<file path="src/rtl/mul_share_pkg.sv">
// Shared constants for the shared-multiplier arbiter: default operand/product widths,
// requester count, and the round-robin index helper.
package mul_share_pkg;

  localparam int DEF_A_W     = 13;
  localparam int DEF_B_W     = 9;
  localparam int DEF_P_W     = DEF_A_W + DEF_B_W;
  localparam int DEF_NUM_REQ = 4;
  localparam int DEF_ID_W    = 2;
  localparam int CNT_W       = 16;

  // (base + k) mod n for base < n and k <= n, without a divider
  function automatic int rr_index(input int base, input int k, input int n);
    int s;
    s = base + k;
    return (s >= n) ? (s - n) : s;
  endfunction

endpackage

</file>
<file path="src/rtl/mul_share_arbiter_if.sv">
// Request/response bundle between the requesters, the consumer and the shared multiplier.
interface mul_share_arbiter_if
  import mul_share_pkg::*;
#(
  parameter int NUM_REQ = DEF_NUM_REQ,
  parameter int A_W     = DEF_A_W,
  parameter int B_W     = DEF_B_W,
  parameter int P_W     = DEF_P_W,
  parameter int ID_W    = DEF_ID_W
) ();

  logic [NUM_REQ-1:0]     req_valid;
  logic [NUM_REQ-1:0]     req_ready;
  logic [NUM_REQ*A_W-1:0] req_a;
  logic [NUM_REQ*B_W-1:0] req_b;
  logic                   rsp_valid;
  logic                   rsp_ready;
  logic [ID_W-1:0]        rsp_id;
  logic [P_W-1:0]         rsp_data;
  logic                   busy;
  logic [CNT_W-1:0]       issue_cnt;

  modport master (
    output req_valid, req_a, req_b, rsp_ready,
    input  req_ready, rsp_valid, rsp_id, rsp_data, busy, issue_cnt
  );

  modport slave (
    input  req_valid, req_a, req_b, rsp_ready,
    output req_ready, rsp_valid, rsp_id, rsp_data, busy, issue_cnt
  );

endinterface

</file>
<file path="src/rtl/mul_core_13x9.sv">
// Two-stage unsigned-by-signed multiplier: operand register, then product register,
// both advancing only on ce. Tags and valid bits live in the parent.
module mul_core_13x9
  import mul_share_pkg::*;
#(
  parameter int A_W = DEF_A_W,
  parameter int B_W = DEF_B_W,
  parameter int P_W = DEF_P_W
) (
  input  logic                  clk,
  input  logic                  ce,
  input  logic [A_W-1:0]        a,
  input  logic signed [B_W-1:0] b,
  output logic signed [P_W-1:0] p
);

  logic [A_W-1:0]        a_reg;
  logic signed [B_W-1:0] b_reg;
  logic signed [P_W-1:0] p_reg;
  logic signed [A_W:0]   a_ext;
  logic signed [P_W-1:0] prod;

  // Zero-extend A so it multiplies as a non-negative signed value
  assign a_ext = {1'b0, a_reg};
  assign prod  = P_W'(a_ext) * P_W'(b_reg);

  always_ff @(posedge clk) begin
    if (ce) begin
      a_reg <= a;
      b_reg <= b;
      p_reg <= prod;
    end
  end

  assign p = p_reg;

endmodule

</file>
<file path="src/rtl/mul_share_arbiter.sv">
// Round-robin arbiter sharing one pipelined multiplier between NUM_REQ requesters,
// with tag/valid pipeline, backpressure and an accepted-request counter.
module mul_share_arbiter
  import mul_share_pkg::*;
#(
  parameter int NUM_REQ = DEF_NUM_REQ,
  parameter int A_W     = DEF_A_W,
  parameter int B_W     = DEF_B_W,
  parameter int P_W     = DEF_P_W,
  parameter int ID_W    = DEF_ID_W
) (
  input  logic              clk,
  input  logic              reset,
  mul_share_arbiter_if.slave bus
);

  logic [A_W-1:0]   a_arr [NUM_REQ];
  logic [B_W-1:0]   b_arr [NUM_REQ];

  logic [NUM_REQ-1:0] grant;
  logic               grant_vld;
  logic [ID_W-1:0]    grant_id;
  logic [ID_W-1:0]    rr_next;
  logic               ce;
  logic               accept;

  logic               v1_reg;
  logic               v2_reg;
  logic [ID_W-1:0]    id1_reg;
  logic [ID_W-1:0]    id2_reg;
  logic [ID_W-1:0]    rr_ptr_reg;
  logic [CNT_W-1:0]   issue_cnt_reg;
  logic signed [P_W-1:0] core_p;

  // A full output stage with no consumer freezes the whole pipe
  assign ce     = !v2_reg || bus.rsp_ready;
  assign accept = grant_vld && ce && !reset;

  for (genvar gi = 0; gi < NUM_REQ; gi++) begin : g_port
    assign a_arr[gi]         = bus.req_a[gi*A_W +: A_W];
    assign b_arr[gi]         = bus.req_b[gi*B_W +: B_W];
    assign bus.req_ready[gi] = grant[gi] && ce && !reset;
  end

  // First valid requester at or after rr_ptr, wrapping at NUM_REQ
  always_comb begin
    int idx;
    grant_vld = 1'b0;
    grant_id  = '0;
    grant     = '0;
    idx       = 0;
    for (int k = 0; k < NUM_REQ; k++) begin
      idx = rr_index(int'(rr_ptr_reg), k, NUM_REQ);
      if (!grant_vld && bus.req_valid[idx]) begin
        grant_vld = 1'b1;
        grant_id  = ID_W'(idx);
      end
    end
    if (grant_vld) begin
      grant[grant_id] = 1'b1;
    end
  end

  assign rr_next = ID_W'(rr_index(int'(grant_id), 1, NUM_REQ));

  always_ff @(posedge clk) begin
    if (reset) begin
      v1_reg        <= 1'b0;
      v2_reg        <= 1'b0;
      id1_reg       <= '0;
      id2_reg       <= '0;
      rr_ptr_reg    <= '0;
      issue_cnt_reg <= '0;
    end else begin
      if (ce) begin
        v1_reg  <= accept;
        id1_reg <= grant_id;
        v2_reg  <= v1_reg;
        id2_reg <= id1_reg;
      end
      if (accept) begin
        rr_ptr_reg    <= rr_next;
        issue_cnt_reg <= issue_cnt_reg + CNT_W'(1);
      end
    end
  end

  mul_core_13x9 #(
    .A_W (A_W),
    .B_W (B_W),
    .P_W (P_W)
  ) u_core (
    .clk (clk),
    .ce  (ce),
    .a   (a_arr[grant_id]),
    .b   (b_arr[grant_id]),
    .p   (core_p)
  );

  // The product registers carry no reset, so gate them with v2 to read zero when empty
  assign bus.rsp_valid = v2_reg;
  assign bus.rsp_id    = id2_reg;
  assign bus.rsp_data  = v2_reg ? core_p : '0;
  assign bus.busy      = v1_reg || v2_reg;
  assign bus.issue_cnt = issue_cnt_reg;

endmodule

</file>
<file path="src/flat_wrapper.sv">
// flat-port wrapper written by rule: the top's interface ports become plain ports
module mul_share_arbiter_flat import mul_share_pkg::*;
#(
  parameter int NUM_REQ = DEF_NUM_REQ,
  parameter int A_W     = DEF_A_W,
  parameter int B_W     = DEF_B_W,
  parameter int P_W     = DEF_P_W,
  parameter int ID_W    = DEF_ID_W
)
  (clk, reset, bus_req_valid, bus_req_a, bus_req_b, bus_rsp_ready, bus_req_ready, bus_rsp_valid, bus_rsp_id, bus_rsp_data, bus_busy, bus_issue_cnt);
  mul_share_arbiter_if #(.NUM_REQ(NUM_REQ), .A_W(A_W), .B_W(B_W), .P_W(P_W), .ID_W(ID_W)) bus_i ();
  input  logic clk;
  input  logic reset;
  input wire logic [$bits(bus_i.req_valid)-1:0] bus_req_valid;
  input wire logic [$bits(bus_i.req_a)-1:0] bus_req_a;
  input wire logic [$bits(bus_i.req_b)-1:0] bus_req_b;
  input wire logic [$bits(bus_i.rsp_ready)-1:0] bus_rsp_ready;
  output wire logic [$bits(bus_i.req_ready)-1:0] bus_req_ready;
  output wire logic [$bits(bus_i.rsp_valid)-1:0] bus_rsp_valid;
  output wire logic [$bits(bus_i.rsp_id)-1:0] bus_rsp_id;
  output wire logic [$bits(bus_i.rsp_data)-1:0] bus_rsp_data;
  output wire logic [$bits(bus_i.busy)-1:0] bus_busy;
  output wire logic [$bits(bus_i.issue_cnt)-1:0] bus_issue_cnt;
  assign bus_i.req_valid = bus_req_valid;
  assign bus_i.req_a = bus_req_a;
  assign bus_i.req_b = bus_req_b;
  assign bus_i.rsp_ready = bus_rsp_ready;
  assign bus_req_ready = bus_i.req_ready;
  assign bus_rsp_valid = bus_i.rsp_valid;
  assign bus_rsp_id = bus_i.rsp_id;
  assign bus_rsp_data = bus_i.rsp_data;
  assign bus_busy = bus_i.busy;
  assign bus_issue_cnt = bus_i.issue_cnt;
  mul_share_arbiter #(.NUM_REQ(NUM_REQ), .A_W(A_W), .B_W(B_W), .P_W(P_W), .ID_W(ID_W)) u_core (.clk(clk), .reset(reset), .bus(bus_i));
endmodule
</file>
<file path="config.mk">
export PLATFORM = sky130hd
export DESIGN_NAME = mul_share_arbiter_flat
export DESIGN_NICKNAME = d
export VERILOG_FILES = /design/src/rtl/mul_share_pkg.sv /design/src/rtl/mul_share_arbiter_if.sv /design/src/rtl/mul_core_13x9.sv /design/src/rtl/mul_share_arbiter.sv /design/src/flat_wrapper.sv
export SDC_FILE = /design/constraint.sdc
export NUM_CORES = 1
export LEC_CHECK = 0
export BUFFER_PORTS_ARGS = -buffer_cell sky130_fd_sc_hd__clkbuf_2
export CAP_MARGIN = 5
export CORE_UTILIZATION = 53
export CTS_BUF_LIST = sky130_fd_sc_hd__clkbuf_8
export DETAILED_ROUTE_END_ITERATION = 16
export PLACE_DENSITY_LB_ADDON = 0.1
export SLEW_MARGIN = 20
export SYNTH_ARGS = -nofsm -noshare
export SYNTH_HDL_FRONTEND = slang
export SYNTH_SLANG_ARGS = --single-unit
</file>
<file path="constraint.sdc">
create_clock -name clk -period 4.9 [get_ports clk]
set_input_delay 0.245 -clock clk [delete_from_list [all_inputs] [get_ports clk]]
set_output_delay 0.245 -clock clk [all_outputs]
set_load 0.02 [all_outputs]
</file>
* Yosys cells after proc, flatten, opt, wreduce, memory -nomap -nowiden
Cells that the tools add are included.
W data, S select, Z words.
** Word-level totals
- Output and inout port bits :: 46
- Logic and storage cells :: 89
- Bits in registers :: 68
** Operators by class
- Bitwise operators :: 1
- $mul :: 1
- $lt $le $gt $ge :: 12
- Muxes and demuxes :: 35
- Reductions and logical operators :: 21
- Add/subtract/negate cells :: 10
** Operator list (number)
- $lt A32 B4 Y1 const B :: 4
- $mux W32 :: 4
- $ge A32 B4 Y1 const B :: 3
- $sub A32 B4 Y32 const B :: 3
- $bmux W13 S2 :: 1
- $mux W13 :: 2
- $mul A14 B9 Y22 :: 1
- $mux W22 :: 1
- $bmux W9 S2 :: 1
- $mux W9 :: 2
- $add A16 B1 Y16 const B :: 1
- $logic_and A1 B1 Y1 :: 14
- $mux W1 :: 13
- $mux W2 :: 5
- $bmux W1 S2 :: 4
- $add A2 B1 Y3 const B :: 2
- $add A2 B2 Y3 const B :: 2
- $ge A3 B3 Y1 const B :: 2
- $logic_not A1 Y1 :: 5
- $mux W4 :: 1
- $sub A2 B3 Y4 const B :: 1
- $ge A2 B3 Y1 const B :: 1
- $lt A2 B3 Y1 const B :: 1
- $not A2 Y3 :: 1
- other kinds (4) :: 5

* Longest topological paths before layout
- Word-level depth :: 22
- Gate-level depth with buffers :: 17
- Mapped depth without buffers :: 16

* By module
Synthesis repeated with hierarchy kept, for this count alone.
** Second synthesis, totals
- Cells, all modules :: 687
- Area, all modules :: 7104.3 um2
** Modules (own cells, without submodules)
- mul_core_13x9 :: instances 1, cells each 456, area an instance 5047.3 um2
- mul_share_arbiter :: instances 1, cells each 231, area an instance 2057.0 um2

* Worst setup path after synthesis
OpenSTA, ideal clock, no wires.
- Path kind :: reg2reg
- Start :: reg u_core.u_core.b_reg[8]
- End :: reg u_core.u_core.p_reg[20] (netlist: u_core.u_core.p[20]) (data pin)
- Required time :: 4.637 ns
- Path buffers :: 1
- Setup time :: 0.263 ns
- Clock period less this slack :: 4.809 ns
- Arrival time :: 4.546 ns
- Path slack :: 0.091 ns
- Cell stages (with the launch flop) :: 18
- Cell sequence :: edfxtp_1 clkbuf_1 nor2b_1 fa_1 inv_1 fa_1 inv_1 fa_1 inv_1 fa_1 inv_1 ha_1 ha_1 and3_1 a21bo_2 a211oi_1 a311oi_1 xnor2_1
** On the way
- Word-level cells in the longest chain between the ends :: 1
** Ends and longest elaborated chain
- start, declared :: RTL line mul_core_13x9.sv:18 : logic signed [B_W-1:0] b_reg;
- start signal, assigned :: RTL line mul_core_13x9.sv:30 : b_reg <= b;
- $mul A14 B9 Y22 :: RTL line mul_core_13x9.sv:25 : assign prod = P_W'(a_ext) * P_W'(b_reg);
- net u_core.u_core.prod[20] :: RTL line mul_core_13x9.sv:21 : logic signed [P_W-1:0] prod;
- end signal, assigned :: RTL line mul_core_13x9.sv:31 : p_reg <= prod;
- end, declared :: RTL line mul_core_13x9.sv:19 : logic signed [P_W-1:0] p_reg;
The timed path passes the listed nets, and every way through them passes these cells.
A chain may end at the register's enable or synchronous reset.

* Worst setup path in the final report
- Start :: reg u_core.u_core.b_reg[7]
- End :: reg u_core.u_core.p_reg[20] (netlist: u_core.u_core.p[20]) (data pin)
The elaborated chain is that of the path after synthesis.

==> impl_metrics.ini <==
[synth]
synth-seq-area-share_pct = 25.1
syn_nets = 952
synth-edff-count = 44
syn_area_per_cell_um2 = 10.0
syn_area_um2 = 7170
ys_types = 49
syn_inst = 715
async_flop_share_pct = 0
synth_seq_cells = 68
yosysWarnings = 0
synthFlopType = edfxtp_1

[drt]
drc = 0
dr.pass1.iters = 4
wl_per_cell_um = 14.6
vias = 5555
routed_wl_um = 15800
route.antenna.remaining_nets = 0
via_per_inst = 5.12
drt_first_iter_violations = 207

[layout]
final_common_cell = clkbuf_2
drive_above_1_share_pct = 28.2
area_growth_pct = 22.9
largest_reg_flops = 22
diodes = 0
nets = 1140
final_cell_mix = clkbuf_2 (141), inv_1 (87), fa_1 (78), and2_1 (75), nand2_1 (73)

[timing]
finalMaxSlewViolations = 0
fin_skew_ns = 0.0155
fmax_ghz = 0.209
hold_violations = 0
maxSlewHeadroom_pct = 51.6
period_minus_slack_ns = 4.78
tightest_slew_ns = 0.724
min_period_over_period_pct = 97.6
finalSetupViolations = 0
worst_slack_ns = 0.119

[floorplanning]
die-height_um = 118
die_area_um2 = 14000
fp.dieW_um = 118
core_area_um2 = 13200
start_util_pct = 54.2
core.rowCount = 42
io_pins = 141

[global_route]
antenna_found_initial = 0
grt_start_max_net_pins = 48
grt_pass1_vias = 5524
grt_util_all_layers_pct = 23.3
grt_pass1_wl_um = 25600
grt_overflow = 0

[place]
preCtsSetupSlack_ns = -0.0567
hpwl_um = 12700
port_buffers = 140
gp_congestion = 0.910

[worst_setup_path]
critical_path_class = register to register
critPathSlowestCell = fa_1
start_kind = register
endpoint_kind = register
crit_path_max_incr_delay_ns = 0.54
required_ns = 5.02
cp_max_fo = 7
arrival_ns = 4.90
critical_path.cell_chain = buf_4 -> and2_4 -> fa_1 -> inv_1 -> fa_1 -> inv_1 -> fa_1 -> inv_1 -> fa_1 -> inv_1 -> ha_4 -> ha_4 -> and3_4 -> a21bo_2 -> a211oi_2 -> a311oi_2 -> xnor2_1

[cts]
clk_pin_slew_ns = 0.07
cts_root_buf = clkbuf_8
htree_levels = 3
cts_tree = yes
cts_sinks = 68
ctsHoldBuffers = 0
clock_latency_ns = 0.38
clock_path_buffers = 2
cts_buffers = 9

[hold_path]
hold_path_class = input pin to register

[status]
outcome = finished clean

[run]
drv_cap = 0
[through the flow]
stage | instance area (um^2) | std cells | hold WS (ns) | setup TNS (ns) | utilization [%]
finish | 8820 | 1084 | 0.242 | 0 | 66.6
global route | 8820 | 1084 | 0.246 | -0.0428 | 66.6
detailed placement | 8260 | 1041 | 0.448 | -0.122 | 62.4
floorplan | 7170 | 715 | 0.436 | 0 | -
CTS | 8490 | 1060 | 0.227 | 0 | 64.1
global placement | 8260 | 1041 | 0.441 | -0.0532 | 62.4
[per-layer routing]
layer / share of wire, % / track usage (%) / wire, um
met1: 46 / 30.5 / 7220
met4: 1.6 / 9.54 / 259
met5: 0 / 0 / 0
met3: 5.3 / 4.05 / 838
met2: 47 / 38.3 / 7490
[worst max-delay path, delay by kind of cell (launching register included)]
family / cells / cell delay, ns
xor gates and xnor gates: 1 / 0.13
and+or+nand+nor: 2 / 0.35
buffers and inverters: 5 / 0.43
AOI/OAI and AO/OA: 3 / 0.56
adders and majority gates: 6 / 2.61
DFF: 1 / 0.44
[final timing paths]
check / depth (start not counted) / endpoint / slack (ns) / from
worst max-delay path: 17 / u_core.u_core.p[20]$_DFFE_PN_ / 0.12 / u_core.u_core.b_reg[7]$_DFFE_PN_
worst min-delay path: 3 / u_core.u_core.b_reg[1]$_DFFE_PN_ / 0.24 / bus_req_b[1]
worst max register to register: 17 / u_core.u_core.p[20]$_DFFE_PN_ / 0.12 / u_core.u_core.b_reg[7]$_DFFE_PN_
worst min register to register: 2 / u_core.bus.rsp_id[1]$_SDFFE_PP0N_ / 0.46 / u_core.bus.rsp_id[1]$_SDFFE_PP0N_
[cell usage after synthesis, types with 2 or more instances]
cell      number  area, um^2
inv_1         84         315
fa_1          78        1560
and2_1        77         482
nand2_1       74         278
mux2i_1       68         681
ha_1          64         801
edfxtp_1      44        1320
nor2_1        32         120
dfxtp_1       24         480
a21oi_1       22         110
clkbuf_1      20        75.1
xnor2_1       18         158
nor2b_1       10        62.6
a21o_1         9        67.6
nor3_1         7        35.0
xor2_1         7        61.3
nand2b_1       6        37.5
nand4_1        6        37.5
o21ai_0        6        30.0
a211oi_1       5        37.5
buf_2          5        25.0
nand3_1        5        25.0
buf_4          4        30.0
nor4_2         4        50.1
and3_1         3        18.8
o211ai_1       3        22.5
o21a_1         3        22.5
or3_1          3        18.8
a211o_1        2        17.5
a22oi_1        2        15.0
a31oi_1        2        12.5
[kinds of logic (layout without fill, tap and decap cells)]
family,count (synthesis),after routing,share of synthesized area (%)
AND/OR/NAND/NOR,234,234,17.1
AO/OA/AOI/OAI,60,60,5.39
buffers and inverters,116,309,6.47
multiplexers,69,69,9.64
adder cells (fa/ha/maj),142,142,32.9
flip-flops,68,68,25.1
XOR/XNOR,26,26,3.37
[what timing repair did]
item	CTS	global route
gates resized for setup	4	28
pin swaps	1	9
buffers inserted	3	24
endpoints found under the hold margin	0	0
cloned	0	0
setup endpoints to repair	3	9
[area by class of cell]
class,instances,area [um^2]
repair buffers,208,1220
inverters,85,319
well taps,176,220
multi-input cells,531,5060
flip-flops and latches,68,1800
clock buffers,10,138
clock inverters,6,56.3
fillers,1092,4420
Power is not shown: default switching activity piles up to over one toggle a cycle in this logic, so the estimate is an artifact.
